[src/rtl/vend_pkg.sv]
// Shared definitions for the vending-machine coin interface: FSM states,
// error codes, coin values and the coin-select enum.
package vend_pkg;

    typedef enum logic [2:0] {
        ST_IDLE,
        ST_CHECK,
        ST_INSERT,
        ST_GAP,
        ST_WAIT_VEND,
        ST_THANK,
        ST_FIN
    } state_t;

    typedef enum logic [1:0] {
        ERR_OK        = 2'd0,
        ERR_BAD_PRICE = 2'd1,
        ERR_NO_FUNDS  = 2'd2,
        ERR_TIMEOUT   = 2'd3
    } err_t;

    typedef enum logic [1:0] {
        COIN_NONE,
        COIN_NICKEL,
        COIN_DIME,
        COIN_QUARTER
    } coin_t;

    localparam logic [7:0] NICKEL_CENTS  = 8'd5;
    localparam logic [7:0] DIME_CENTS    = 8'd10;
    localparam logic [7:0] QUARTER_CENTS = 8'd25;

    function automatic logic [7:0] coin_value(input coin_t coin);
        case (coin)
            COIN_NICKEL:  coin_value = NICKEL_CENTS;
            COIN_DIME:    coin_value = DIME_CENTS;
            COIN_QUARTER: coin_value = QUARTER_CENTS;
            default:      coin_value = 8'd0;
        endcase
    endfunction

endpackage

[src/rtl/coin_select.sv]
// Priority coin picker: biggest coin that does not overshoot the remainder,
// falling back to any available coin (smallest first) to finish the payment.
module coin_select
    import vend_pkg::*;
(
    input  logic [7:0] rem,
    input  logic       nickel_ok,
    input  logic       dime_ok,
    input  logic       quarter_ok,
    output coin_t      coin
);

    always_comb begin
        coin = COIN_NONE;
        if (quarter_ok && rem >= QUARTER_CENTS)
            coin = COIN_QUARTER;
        else if (dime_ok && rem >= DIME_CENTS)
            coin = COIN_DIME;
        else if (nickel_ok)
            coin = COIN_NICKEL;
        else if (dime_ok)
            coin = COIN_DIME;
        else if (quarter_ok)
            coin = COIN_QUARTER;
    end

endmodule

[src/rtl/coin_payer.sv]
// Customer-side coin driver: pays a price from a wallet, waits for the vend,
// totals returned change and acknowledges with thanks_in.
//
// state      | meaning
// IDLE       | waiting for start
// CHECK      | validate price, decide paid / next coin / out of funds
// INSERT     | one-cycle coin pulse toward the machine
// GAP        | GAP_CYCLES quiet cycles between coins
// WAIT_VEND  | fully paid, waiting up to TIMEOUT+1 cycles for candy_out
// THANK      | one-cycle thanks_in pulse
// FIN        | one-cycle done pulse, err valid
module coin_payer
    import vend_pkg::*;
#(
    parameter int GAP_CYCLES = 3,
    parameter int TIMEOUT    = 16
) (
    input  logic       clk,
    input  logic       rst,
    input  logic       start,
    input  logic [6:0] price,
    input  logic [3:0] nickel_avail,
    input  logic [3:0] dime_avail,
    input  logic [3:0] quarter_avail,
    input  logic       candy_out,
    input  logic       nickel_out,
    input  logic [1:0] dime_out,
    output logic       nickel_in,
    output logic       dime_in,
    output logic       quarter_in,
    output logic       thanks_in,
    output logic       busy,
    output logic       done,
    output logic [1:0] err,
    output logic [7:0] paid,
    output logic [7:0] change
);

    state_t     state, state_nxt;
    err_t       err_q, err_nxt;
    coin_t      sel, pick;
    logic [6:0] price_q;
    logic [3:0] nickel_cnt, dime_cnt, quarter_cnt;
    logic [7:0] tmr, tmr_nxt;
    logic       thanks_nxt, done_nxt;
    logic       accept, price_bad, in_window;
    logic [7:0] rem, ret_cents;
    logic [8:0] chg_sum;

    assign accept    = (state == ST_IDLE) && start;
    assign price_bad = (price_q == 7'd0) || ((price_q % 7'd5) != 7'd0);
    assign rem       = {1'b0, price_q} - paid;
    assign err       = err_q;

    coin_select u_coin_select (
        .rem        (rem),
        .nickel_ok  (nickel_cnt != 4'd0),
        .dime_ok    (dime_cnt != 4'd0),
        .quarter_ok (quarter_cnt != 4'd0),
        .coin       (sel)
    );

    // Change window opens with the first coin; CHECK before any coin has paid == 0.
    assign in_window = (state inside {ST_INSERT, ST_GAP, ST_WAIT_VEND, ST_THANK})
                    || ((state == ST_CHECK) && (paid != 8'd0));
    assign ret_cents = (nickel_out ? NICKEL_CENTS : 8'd0) + ({6'd0, dime_out} * DIME_CENTS);
    assign chg_sum   = {1'b0, change} + {1'b0, ret_cents};

    always_comb begin
        state_nxt  = state;
        err_nxt    = err_q;
        tmr_nxt    = tmr;
        pick       = COIN_NONE;
        thanks_nxt = 1'b0;
        done_nxt   = 1'b0;
        case (state)
            ST_IDLE: begin
                if (start) begin
                    state_nxt = ST_CHECK;
                    err_nxt   = ERR_OK;
                end
            end
            ST_CHECK: begin
                if (price_bad) begin
                    state_nxt = ST_FIN;
                    err_nxt   = ERR_BAD_PRICE;
                    done_nxt  = 1'b1;
                end else if (paid >= {1'b0, price_q}) begin
                    state_nxt = ST_WAIT_VEND;
                    tmr_nxt   = 8'(TIMEOUT);
                end else if (sel == COIN_NONE) begin
                    state_nxt = ST_FIN;
                    err_nxt   = ERR_NO_FUNDS;
                    done_nxt  = 1'b1;
                end else begin
                    state_nxt = ST_INSERT;
                    pick      = sel;
                end
            end
            ST_INSERT: begin
                state_nxt = ST_GAP;
                tmr_nxt   = 8'(GAP_CYCLES - 1);
            end
            ST_GAP: begin
                if (tmr == 8'd0)
                    state_nxt = ST_CHECK;
                else
                    tmr_nxt = tmr - 8'd1;
            end
            ST_WAIT_VEND: begin
                if (candy_out) begin
                    state_nxt  = ST_THANK;
                    thanks_nxt = 1'b1;
                end else if (tmr == 8'd0) begin
                    state_nxt = ST_FIN;
                    err_nxt   = ERR_TIMEOUT;
                    done_nxt  = 1'b1;
                end else begin
                    tmr_nxt = tmr - 8'd1;
                end
            end
            ST_THANK: begin
                state_nxt = ST_FIN;
                done_nxt  = 1'b1;
            end
            ST_FIN:  state_nxt = ST_IDLE;
            default: state_nxt = ST_IDLE;
        endcase
    end

    always_ff @(posedge clk) begin
        if (rst) begin
            state       <= ST_IDLE;
            err_q       <= ERR_OK;
            tmr         <= 8'd0;
            price_q     <= 7'd0;
            nickel_cnt  <= 4'd0;
            dime_cnt    <= 4'd0;
            quarter_cnt <= 4'd0;
            paid        <= 8'd0;
            change      <= 8'd0;
            nickel_in   <= 1'b0;
            dime_in     <= 1'b0;
            quarter_in  <= 1'b0;
            thanks_in   <= 1'b0;
            busy        <= 1'b0;
            done        <= 1'b0;
        end else begin
            state      <= state_nxt;
            err_q      <= err_nxt;
            tmr        <= tmr_nxt;
            thanks_in  <= thanks_nxt;
            done       <= done_nxt;
            busy       <= (state_nxt != ST_IDLE);
            nickel_in  <= (pick == COIN_NICKEL);
            dime_in    <= (pick == COIN_DIME);
            quarter_in <= (pick == COIN_QUARTER);
            if (accept) begin
                price_q     <= price;
                nickel_cnt  <= nickel_avail;
                dime_cnt    <= dime_avail;
                quarter_cnt <= quarter_avail;
                paid        <= 8'd0;
                change      <= 8'd0;
            end else begin
                case (pick)
                    COIN_NICKEL:  nickel_cnt  <= nickel_cnt - 4'd1;
                    COIN_DIME:    dime_cnt    <= dime_cnt - 4'd1;
                    COIN_QUARTER: quarter_cnt <= quarter_cnt - 4'd1;
                    default: ;
                endcase
                if (pick != COIN_NONE)
                    paid <= paid + coin_value(pick);
                if (in_window)
                    change <= chg_sum[8] ? 8'hFF : chg_sum[7:0];
            end
        end
    end

endmodule

[config.mk]
export PLATFORM = sky130hd
export DESIGN_NAME = coin_payer
export DESIGN_NICKNAME = d
export VERILOG_FILES = /design/src/rtl/vend_pkg.sv /design/src/rtl/coin_select.sv /design/src/rtl/coin_payer.sv
export SDC_FILE = /design/constraint.sdc
export NUM_CORES = 1
export LEC_CHECK = 0
export CORE_ASPECT_RATIO = 1.25
export CORE_UTILIZATION = 55
export CTS_BUF_LIST = sky130_fd_sc_hd__clkbuf_4 sky130_fd_sc_hd__clkbuf_8 sky130_fd_sc_hd__clkbuf_16
export CTS_CLUSTER_DIAMETER = 120
export DETAILED_ROUTE_END_ITERATION = 8
export PLACE_DENSITY = 0.77
export SLEW_MARGIN = 20
export SYNTH_ARGS = -nofsm -noshare
export SYNTH_HDL_FRONTEND = slang
export SYNTH_HIERARCHICAL = 1
export SYNTH_SLANG_ARGS = --single-unit
[constraint.sdc]
create_clock -name clk -period 7.4 [get_ports clk]
set_input_delay 1.11 -clock clk [delete_from_list [all_inputs] [get_ports clk]]
set_output_delay 1.11 -clock clk [all_outputs]
set_load 0.005 [all_outputs]
Word level (Yosys, flattened, before mapping)
Index checks and enable logic that the tools add are counted.
{"block": "totals", "ff_bits": 54, "wordCells": 119}
{"block": "op_classes", "muxes": 48, "bitwise": 1, "addsub": 8, "n_lt_le_gt_ge": 3, "n_reduce_logical": 27, "div": 1, "mul": 1, "eq_ne": 15}
{"cell": "$mux W8", "count": 8}
{"cell": "$pmux W8 S4", "count": 1}
{"cell": "$mux W2", "count": 15}
{"cell": "$mux W3", "count": 8}
{"cell": "$mux W4", "count": 6}
{"cell": "$reduce_bool A4 Y1", "count": 5}
{"cell": "$pmux W3 S6", "count": 1}
{"cell": "$pmux W5 S3", "count": 1}
{"cell": "$sub A4 B1 Y4 const B", "count": 3}
{"cell": "$add A8 B7 Y9", "count": 1}
{"cell": "$add A8 B8 Y8", "count": 1}
{"cell": "$ge A8 B4 Y1 const B", "count": 1}
{"cell": "$ge A8 B5 Y1 const B", "count": 1}
{"cell": "$ge A8 B7 Y1", "count": 1}
{"cell": "$logic_not A8 Y1", "count": 1}
{"cell": "$reduce_bool A2 Y1", "count": 4}
{"cell": "$reduce_bool A8 Y1", "count": 1}
{"cell": "$sub A7 B8 Y8", "count": 1}
{"cell": "$sub A8 B1 Y8 const B", "count": 1}
{"cell": "$add A3 B6 Y7", "count": 1}
{"cell": "$logic_not A7 Y1", "count": 1}
{"cell": "$mod A7 B3 Y7 const B", "count": 1}
{"cell": "$reduce_bool A7 Y1", "count": 1}
{"cell": "$eq A3 B2 Y1 const B", "count": 2}
{"cell": "other kinds (21)", "count": 37}

Longest topological paths before layout
Gate-level depths: netlist (run 1).
{"block": "depth", "word_depth": 17, "depth_mapped": 26, "ltp_nobuf": 25}

Modules after synthesis
Netlist (run 1), hierarchy kept.
{"module": "coin_payer", "seq_area_each_um2": 1081.0, "area_per_inst_um2": 3676.0, "cells_each": 442, "n_inst": 1}
{"module": "coin_select", "seq_area_each_um2": 0.0, "area_per_inst_um2": 80.1, "cells_each": 9, "n_inst": 1}

Worst setup path before layout (run 1)
OpenSTA, ideal clock, no wires.
{"block": "synth_timing", "kind": "register to register", "start": "register paid[1]", "end": "register paid[6]", "path_stages_with_launch": 24, "path_buffers": 0, "synth_period_minus_slack_ps": 4190, "t_required_ps": 7269, "arrival_time_ps": 4060, "setup_slack_ps": 3210, "path_cell_list": "dfxtp_1 > inv_1 > ha_1 > nor2b_1 > o21ai_0 > nand2b_1 > a21o_1 > a21o_1 > a31oi_1 > xor2_1 > nor4b_2 > nand3b_1 > a22o_1 > nand2_1 > inv_1 > nand3_1 > inv_1 > fa_1 > a21o_1 > a21oi_1 > nor2b_1 > o21ai_0 > nand3b_1 > a21oi_1"}
{"block": "synth_via", "elab_chain_cells": 16, "word_cells_on_any_way": 22}
{"element": "start, declared", "line_no": "coin_payer.sv:35", "text": "output logic [7:0] paid,"}
{"element": "start signal, assigned", "line_no": "coin_payer.sv:173", "text": "paid <= paid + coin_value(pick);"}
{"element": "$sub A7 B8 Y8 (*)", "line_no": "coin_payer.sv:52", "text": "assign rem = {1'b0, price_q} - paid;"}
{"element": "named net rem[7]", "line_no": "coin_payer.sv:47", "text": "logic [7:0] rem, ret_cents;"}
{"element": "$ge A8 B4 Y1", "line_no": "coin_select.sv:17", "text": "else if (dime_ok && rem >= DIME_CENTS)"}
{"element": "$logic_and A1 B1 Y1", "line_no": "coin_select.sv:17"}
{"element": "$mux W2", "line_no": "coin_select.sv:17"}
{"element": "$mux W2 (*)", "line_no": "coin_select.sv:15", "text": "if (quarter_ok && rem >= QUARTER_CENTS)"}
{"element": "named net sel[1]", "line_no": "coin_payer.sv:41", "text": "coin_t sel, pick;"}
{"element": "$logic_not A2 Y1", "line_no": "coin_payer.sv:91", "text": "end else if (sel == COIN_NONE) begin"}
{"element": "(+2 left out)"}
{"element": "$mux W2 (*)", "line_no": "coin_payer.sv:84", "text": "if (price_bad) begin"}
{"element": "$mux W2 (*)", "line_no": "coin_payer.sv:76", "text": "case (state)"}
{"element": "$eq A2 B2 Y1 / $eq A2 B1 Y1 (equally long branches)", "line_no": "vend_pkg.sv:34", "text": "case (coin)"}
{"element": "$pmux W5 S3", "line_no": "vend_pkg.sv:34"}
{"element": "$mux W8", "line_no": "coin_payer.sv:172", "text": "if (pick != COIN_NONE)"}
{"element": "$mux W8", "line_no": "coin_payer.sv:158", "text": "if (accept) begin"}
{"element": "$mux W8", "line_no": "coin_payer.sv:132", "text": "if (rst) begin"}
{"element": "$add A8 B8 Y8", "line_no": "coin_payer.sv:173"}
Mark *: on every way through the listed nets, which the timed path passes. The rest lies on a longest branch. The select of a mux whose other input is x is not followed.
A chain may end at the register's enable or synchronous reset.

Final worst setup path (run 1)
{"block": "layout_timing", "start": "register price_q[0]", "end": "register paid[6]"}
{"block": "layout_via", "elab_chain_cells": 16, "word_cells_on_any_way": 26}
{"element": "start, declared", "line_no": "coin_payer.sv:42", "text": "logic [6:0] price_q;"}
{"element": "start signal, assigned", "line_no": "coin_payer.sv:159", "text": "price_q <= price;"}
{"element": "$sub A7 B8 Y8 (*)", "line_no": "coin_payer.sv:52"}
{"element": "named net rem[6]", "line_no": "coin_payer.sv:47"}
{"element": "$ge A8 B4 Y1", "line_no": "coin_select.sv:17"}
{"element": "$logic_and A1 B1 Y1", "line_no": "coin_select.sv:17"}
{"element": "$mux W2", "line_no": "coin_select.sv:17"}
{"element": "$mux W2 (*)", "line_no": "coin_select.sv:15"}
{"element": "named net sel[1]", "line_no": "coin_payer.sv:41"}
{"element": "$logic_not A2 Y1", "line_no": "coin_payer.sv:91"}
{"element": "(+2 left out)"}
{"element": "$mux W2 (*)", "line_no": "coin_payer.sv:84"}
{"element": "$mux W2 (*)", "line_no": "coin_payer.sv:76"}
{"element": "$eq A2 B2 Y1 / $eq A2 B1 Y1 (equally long branches)", "line_no": "vend_pkg.sv:34"}
{"element": "$pmux W5 S3", "line_no": "vend_pkg.sv:34"}
{"element": "$mux W8", "line_no": "coin_payer.sv:172"}
{"element": "$mux W8", "line_no": "coin_payer.sv:158"}
{"element": "$mux W8", "line_no": "coin_payer.sv:132"}
{"element": "$add A8 B8 Y8", "line_no": "coin_payer.sv:173"}
Marked as above.

==> impl_metrics.json, run 1 <==
{
  "clk_path_buf_depth": 2,
  "criticalPathCategory": "flip-flop to flip-flop",
  "drive_above_1_share_pct": 4.94,
  "nNetsFinal": 545,
  "required_ns": 7.59,
  "cp_max_fo": 9,
  "status": "finished, final reports clean",
  "grt_use_total_pct": 25.3,
  "areaGrowthSynthToFinish_pct": 15.6,
  "period_needed_ns": 4.77,
  "slew_headroom_pct": 29.5,
  "cap_violations": 0,
  "syn_inst": 451,
  "grt-ovfl-total": 0,
  "start_kind": "flip-flop",
  "n_antenna_cell": 0,
  "setup_viol": 0,
  "wl_per_cell_um": 15.1,
  "p_int_mw": 0.794,
  "fmax_mhz": 210,
  "timing_worst_slew_pin_value_ns": 1.05,
  "syn_nets": 510,
  "first_pass_iters": 4,
  "cts_resized": 0,
  "gp_congestion": 0.898,
  "initial_core_util_pct": 57.2,
  "synthFlopType": "dfxtp_1",
  "ctsHoldBuffers": 0,
  "rsz0062_at_grt": "false",
  "stdcell_area_um2": 4340,
  "hold_path.class": "flip-flop to flip-flop",
  "buffer_ports.inserted": 49,
  "htree_levels": 2,
  "die_y_um": 94.4,
  "power_frac_clock_pct": 11.3,
  "synth.distinct_cells": 62,
  "finalHoldViolations": 0,
  "num_vias": 3332,
  "dieArea_um2": 7170,
  "grt_pass1_wl_um": 14700,
  "crit_top_cell": "inv_1",
  "swShare_pct": 45.8,
  "clk_pin_slew_ns": 0.09,
  "p_comb_share_pct": 58.2,
  "path_cells": "inv_1, ha_1, fa_1, nor2b_1, o31a_1, o21a_1, nor2_1, xnor2_1, nor4b_2, nand3b_1, a22o_1, nand2_1, inv_1, nand3_1, inv_1, fa_1, a21o_1, a21oi_1, nor2b_1, o21ai_0, nand3b_1, a21oi_1",
  "final.period_utilization_pct": 64.5,
  "viasPerCell": 5.82,
  "ys_async_sr_fraction_pct": 0,
  "switching_power_mw": 0.672,
  "drtAntennaViolNets": 0,
  "yosys_warnings": 6,
  "antenna_found_initial": 0,
  "cts-root-buf": "clkbuf_8",
  "clock_insertion_delay_worst_skew_ns": 0.31,
  "io_pins": 50,
  "max-vdd-ir-drop_v": 0.000192,
  "seq_area_frac_synth_pct": 28.8,
  "finalClockSkew_ns": 0.00457,
  "postCtsSetupBuffers": 0,
  "placed_area_um2": 4260,
  "placementRows": 33,
  "clock-sinks": 54,
  "first_iter_violations": 199,
  "core_area_um2": 6570,
  "top_layer_used": "met4",
  "met3_length_um": 266,
  "ys_seq_elements": 54,
  "tritoncts.num_buffers": 5,
  "slew_viol_final": 0,
  "die_w_um": 75.9,
  "critPathSlowestCell": "dfxtp_1",
  "syn_area_per_cell_um2": 8.33,
  "worstPathArrival_ns": 4.96,
  "routed_wl_um": 8660,
  "seqPwrFrac_pct": 30.5,
  "cts_tree": "yes",
  "p_per_area_nw_per_um2": 337,
  "fin_tns_setup_ns": 0,
  "power_leakage_nw": 1.78,
  "met1_length_um": 3780,
  "grt_max_degree": 41,
  "dp_hpwl_um": 6420,
  "grt_pass1_vias": 3191,
  "endpoint_kind": "flip-flop",
  "wl_met2_um": 4480,
  "synth_edf_count": 0,
  "drcViolationCount": 0,
  "syn-cell-area_um2": 3760,
  "slowest_delay_ns": 0.52
}
## metal layers
metal | GRT usage, % | up-vias
met5 | 0 | -
met4 | 8.81 | 0
met3 | 3.57 | 9
met2 | 47.0 | 66
met1 | 29.7 | 1572
li1 | - | 1685
## cell families (layout without fill, tap and decap cells)
group / count (synthesis) / after routing / share of synthesized area, %
and+or+nand+nor: 166 / 166 / 22.8
AOI/OAI and AO/OA: 116 / 116 / 23.3
DFF: 54 / 54 / 28.8
buffers and inverters: 50 / 85 / 5.56
adders and majority gates: 33 / 33 / 11.8
xor gates and xnor gates: 22 / 22 / 5.13
muxes: 10 / 10 / 2.73
## sequential cells by signal, summed over array words and instances (netlist names)
name and cells:
busy 1, nickel_cnt 4, dime_cnt 4, tmr 8, nickel_in 1, state 3, change 8, thanks_in 1
dime_in 1, quarter_in 1, paid 8, err 2, done 1, quarter_cnt 4, price_q 7
## synth_stat cells (4+ instances only)
master / instances / area (µm²)
clkbuf_1: 13 / 48.8
nand3b_1: 6 / 45.0
xnor2_1: 10 / 87.6
o221a_2: 6 / 67.6
nor2b_1: 15 / 93.8
mux2i_1: 8 / 80.1
a211oi_1: 13 / 97.6
a21oi_1: 26 / 130
fa_1: 4 / 80.1
a21o_1: 8 / 60.1
xor2_1: 12 / 105
nor4_1: 7 / 43.8
nand4_1: 5 / 31.3
buf_2: 5 / 25.0
a31oi_1: 7 / 43.8
o21ai_0: 14 / 70.1
nand3_1: 10 / 50.1
and2_1: 4 / 25.0
nor2_1: 44 / 165
nand2_1: 40 / 150
nand2b_1: 11 / 68.8
nor3_1: 8 / 40.0
o21bai_1: 5 / 37.5
ha_1: 29 / 363
nor3b_1: 5 / 37.5
inv_1: 28 / 105
dfxtp_1: 54 / 1080
## worst max-delay path: cells and delay by family, from the launching register on
kind                     cells  cell delay [ns]
buffers and inverters        3             0.31
adder cells (fa/ha/maj)      3             1.06
XOR/XNOR                     1             0.17
AND/OR/NAND/NOR              8             1.16
AO/OA/AOI/OAI                7             1.42
flip-flops                   1             0.52
## cells in the final DEF, fill, tap and decap left out, drive strengths merged, types with 3 or more instances in the layout
| cell type | instances |
|---|---|
| clkbuf | 6 |
| a22o | 3 |
| a31oi | 7 |
| a211o | 3 |
| fa | 4 |
| a21boi | 3 |
| xor2 | 12 |
| nor3 | 8 |
| dfxtp | 54 |
| clkdlybuf4s50 | 49 |
| nor4 | 8 |
| inv | 28 |
| xnor2 | 10 |
| nor2 | 44 |
| a211oi | 13 |
| ha | 29 |
| nand3 | 10 |
| a21o | 8 |
| and3 | 3 |
| o21ai | 14 |
| o21bai | 5 |
| nand2 | 40 |
| nand4 | 5 |
| nor3b | 5 |
| o31ai | 3 |
| nand3b | 6 |
| o21a | 3 |
| mux2i | 8 |
| and2 | 5 |
| o221a | 6 |
| nand2b | 11 |
| a21oi | 27 |
| nor2b | 15 |
## power groups by stage
stage | Combinational (mW) | Clock, mW | Sequential, mW
finish | 0.853 | 0.166 | 0.446
global route | 0.963 | 0.181 | 0.459
CTS | 0.854 | 0.169 | 0.446
detailed placement | 0.848 | 0 | 0.450
global placement | 0.827 | 0 | 0.450
floorplan | 0.688 | 0 | 0.408
## metrics by stage
| stage | worst slack [ns] | hold slack [ns] | utilization [%] | std cells | power [mW] |
|---|---|---|---|---|---|
| final | 2.63 | 0.518 | 66.2 | 573 | 1.47 |
| after global routing | 2.24 | 0.538 | 66.2 | 573 | 1.60 |
| after global placement | 2.95 | 0.487 | 64.9 | 566 | 1.28 |
| after floorplan | 3.21 | 0.464 | - | 451 | 1.10 |
| after detailed placement | 2.75 | 0.498 | 64.9 | 566 | 1.30 |
| after CTS | 2.72 | 0.516 | 66.2 | 573 | 1.47 |
## worst paths after layout
check,from,depth (start not counted),endpoint,slack [ns]
setup / recovery,price_q[0],22,paid[6],2.63
hold reg to reg,tmr[3],1,tmr[3],0.52
setup reg to reg,price_q[0],22,paid[6],2.63
hold / removal,tmr[3],1,tmr[3],0.52
## final cells by class
type	count	area (µm²)
Tap cell	87	109
Timing Repair Buffer	50	498
Fill cell	531	2220
Clock inverter	1	7.51
Clock buffer	6	76.3
Multi-Input combinational cell	347	2470
Sequential cell	54	1080
Inverter	28	105
No activity file was read; power rests on OpenSTA's default activity.
==> run 2: changes to the inputs <==
- CORE_UTILIZATION: 55 -> 50
- PLACE_DENSITY: 0.77 -> 0.73
- clock period: 7.4 -> 4.1 ns (I/O delays scaled with it)
==> run 2 against run 1 <==
Cell area up 8.6%. Sequential power up 76%. Cell count up 5.4%. Total power up 97%. Clock power up 100%. Routed wire length up 5.9%. Register-to-register slack worse by 2.5 ns. Clock skew up 0.0060 ns. Largest power group unchanged. Sequential share of layout area down 1.8 points. Critical path depth up 1.
==> impl_metrics.json, run 2 (synthesis results as in run 1) <==
{
  "grt_pass1_vias": 3271,
  "nNetsFinal": 572,
  "num_vias": 3460,
  "worstPathArrival_ns": 4.13,
  "slowest_delay_ns": 0.34,
  "slew_headroom_pct": 32.1,
  "first_pass_iters": 4,
  "n_antenna_cell": 0,
  "clock-sinks": 54,
  "mostFrequentLayoutCell": "dfxtp_1",
  "top_regs": "change x8, paid x8, tmr x8",
  "hold-worst-slack_ns": 0.516,
  "cpLargestDelayFamily": "compound AO/OA/AOI/OAI gates",
  "drive_above_1_share_pct": 16.0,
  "start_kind": "flip-flop",
  "finalClockSkew_ns": 0.0105,
  "criticalPathCategory": "flip-flop to flip-flop",
  "cp_max_fo": 4,
  "die_y_um": 98.9,
  "grt-ovfl-total": 0,
  "dieArea_um2": 7860,
  "period_needed_ns": 3.94,
  "initial_core_util_pct": 52.9,
  "die_w_um": 79.5,
  "status": "finished, final reports clean",
  "p_per_area_nw_per_um2": 611,
  "placementRows": 34,
  "dp_hpwl_um": 6640,
  "path_cells": "inv_2, ha_4, nor2b_4, o21ai_1, nand2b_1, a21o_1, a21o_1, a31oi_1, xor2_1, nor4b_2, nand3b_1, a22o_1, nand2_1, inv_2, nand3_4, inv_4, fa_2, a21o_1, a21oi_2, nor2b_2, o21ai_2, nand3b_1, a21oi_1",
  "crit_top_cell": "a21o_1",
  "first_iter_violations": 134,
  "drcViolationCount": 0,
  "routed_wl_um": 9170,
  "slew_viol_final": 0,
  "nFillCells": 597,
  "antenna_found_initial": 0,
  "setup_viol": 0,
  "cts_tree": "yes",
  "viasPerCell": 5.73,
  "critPathSlowestCell": "dfxtp_2",
  "cap_violations": 0,
  "required_ns": 4.29,
  "power_leakage_nw": 1.93,
  "wl_per_cell_um": 15.2,
  "hold_path.class": "flip-flop to flip-flop",
  "finalWorstSetupSlack_ns": 0.164,
  "areaGrowthSynthToFinish_pct": 25.6,
  "rsz0062_at_grt": "true",
  "gp_congestion": 0.858,
  "grt_use_total_pct": 23.6,
  "finalHoldViolations": 0,
  "stdcell_area_um2": 4720,
  "dp_slack_ns": -0.0867,
  "timing_worst_slew_pin_value_ns": 1.02,
  "critPathBufInv": 3,
  "grt_max_degree": 40,
  "clk_path_buf_depth": 2,
  "clk_pin_slew_ns": 0.10,
  "fmax_mhz": 254,
  "htree_levels": 2,
  "buffer_ports.inserted": 49,
  "io_pins": 50,
  "final.period_utilization_pct": 96.0,
  "clock_insertion_delay_worst_skew_ns": 0.31,
  "max-vdd-ir-drop_v": 0.000369,
  "tritoncts.num_buffers": 5,
  "drtAntennaViolNets": 0,
  "grt_pass1_wl_um": 14800,
  "endpoint_kind": "flip-flop",
  "core_area_um2": 7100,
  "placed_area_um2": 4410,
  "cts-root-buf": "clkbuf_8",
  "layout_common_cells": "dfxtp_1, clkdlybuf4s50_1, nor2_1"
}
==> run 2: changes by cell type in the layout (fill, tap and decap cells not counted), moves of 3 or more <==
cell	delta
buf_4	+27
o21ai_0	-3
ha_4	+5
inv_1	-5
dfxtp_2	+3
nor2b_1	-3
ha_1	-6
dfxtp_1	-4
inv_2	+4
==> run 2: metrics by stage <==
stage | setup TNS [ns] | instances | power [mW] | util (%)
6_report | 0 | 604 | 2.88 | 66.4
5_1_grt | -0.226 | 604 | 3.14 | 66.4
4_1_cts | 0 | 595 | 2.78 | 63.5
3_5_place_dp | -0.0867 | 587 | 2.44 | 62.0
3_3_place_gp | 0 | 587 | 2.41 | 62.0
2_1_floorplan | 0 | 451 | 1.98 | -
==> run 2: cell type report <==
cell class	instances	area, µm²	share of cell area [%]
Clock buffer	7	96.3	2.04
Clock inverter	1	8.76	0.186
Inverter	28	108	2.28
Multi-Input combinational cell	347	2600	55.2
Sequential cell	54	1090	23.1
Tap cell	90	113	2.39
Timing Repair Buffer	77	701	14.9
==> run 2: repair_timing <==
item / 4_1_cts / 5_1_grt
endpoints found under the setup margin: 2 / 5
resized for setup: 2 / 31
buffers inserted: 0 / 9
hold buffers: 0 / 0
pin swaps: 3 / 23
==> run 2: worst register-to-register path, stage by stage (launching register included) <==
cell and delay [ns]:
dfxtp_2 0.34, inv_2 0.04, ha_4 0.20, nor2b_4 0.12, o21ai_1 0.16, nand2b_1 0.10
a21o_1 0.16, a21o_1 0.16, a31oi_1 0.20, xor2_1 0.12, nor4b_2 0.33, nand3b_1 0.14
a22o_1 0.29, nand2_1 0.12, inv_2 0.07, nand3_4 0.11, inv_4 0.06, fa_2 0.34
a21o_1 0.19, a21oi_2 0.17, nor2b_2 0.07, o21ai_2 0.15, nand3b_1 0.14, a21oi_1 0.06
==> run 2: final timing paths <==
kind,cells after the start,to,start,slack (ns)
worst max register to register,23,paid[6],paid[1],0.16
worst max-delay path,23,paid[6],paid[1],0.16
worst min register to register,1,change[7],change[7],0.52
worst min-delay path,1,change[7],change[7],0.52
==> run 2: layer usage <==
metal | vias to the layer above | part of all wire (%) | GRT usage [%]
li1 | 1742 | - | -
met1 | 1629 | 44 | 28.4
met2 | 75 | 51 | 42.6
met3 | 14 | 3.4 | 3.24
met4 | 0 | 1.7 | 6.99
met5 | - | 0 | 0
==> run 2: report_power, final <==
group          switching [mW]  internal [mW]  total [mW]  leakage [nW]
Combinational           0.973          0.791        1.76          1.43
Clock                   0.179          0.155       0.334        0.0544
Sequential              0.135          0.650       0.785         0.443
==> run 3: changes to the inputs <==
- CTS_CLUSTER_DIAMETER: 120 -> 30
- CTS_CLUSTER_SIZE: not set -> 14
==> results of run 3 <==
Final layout, timing and power as in run 2 (identical DEF).
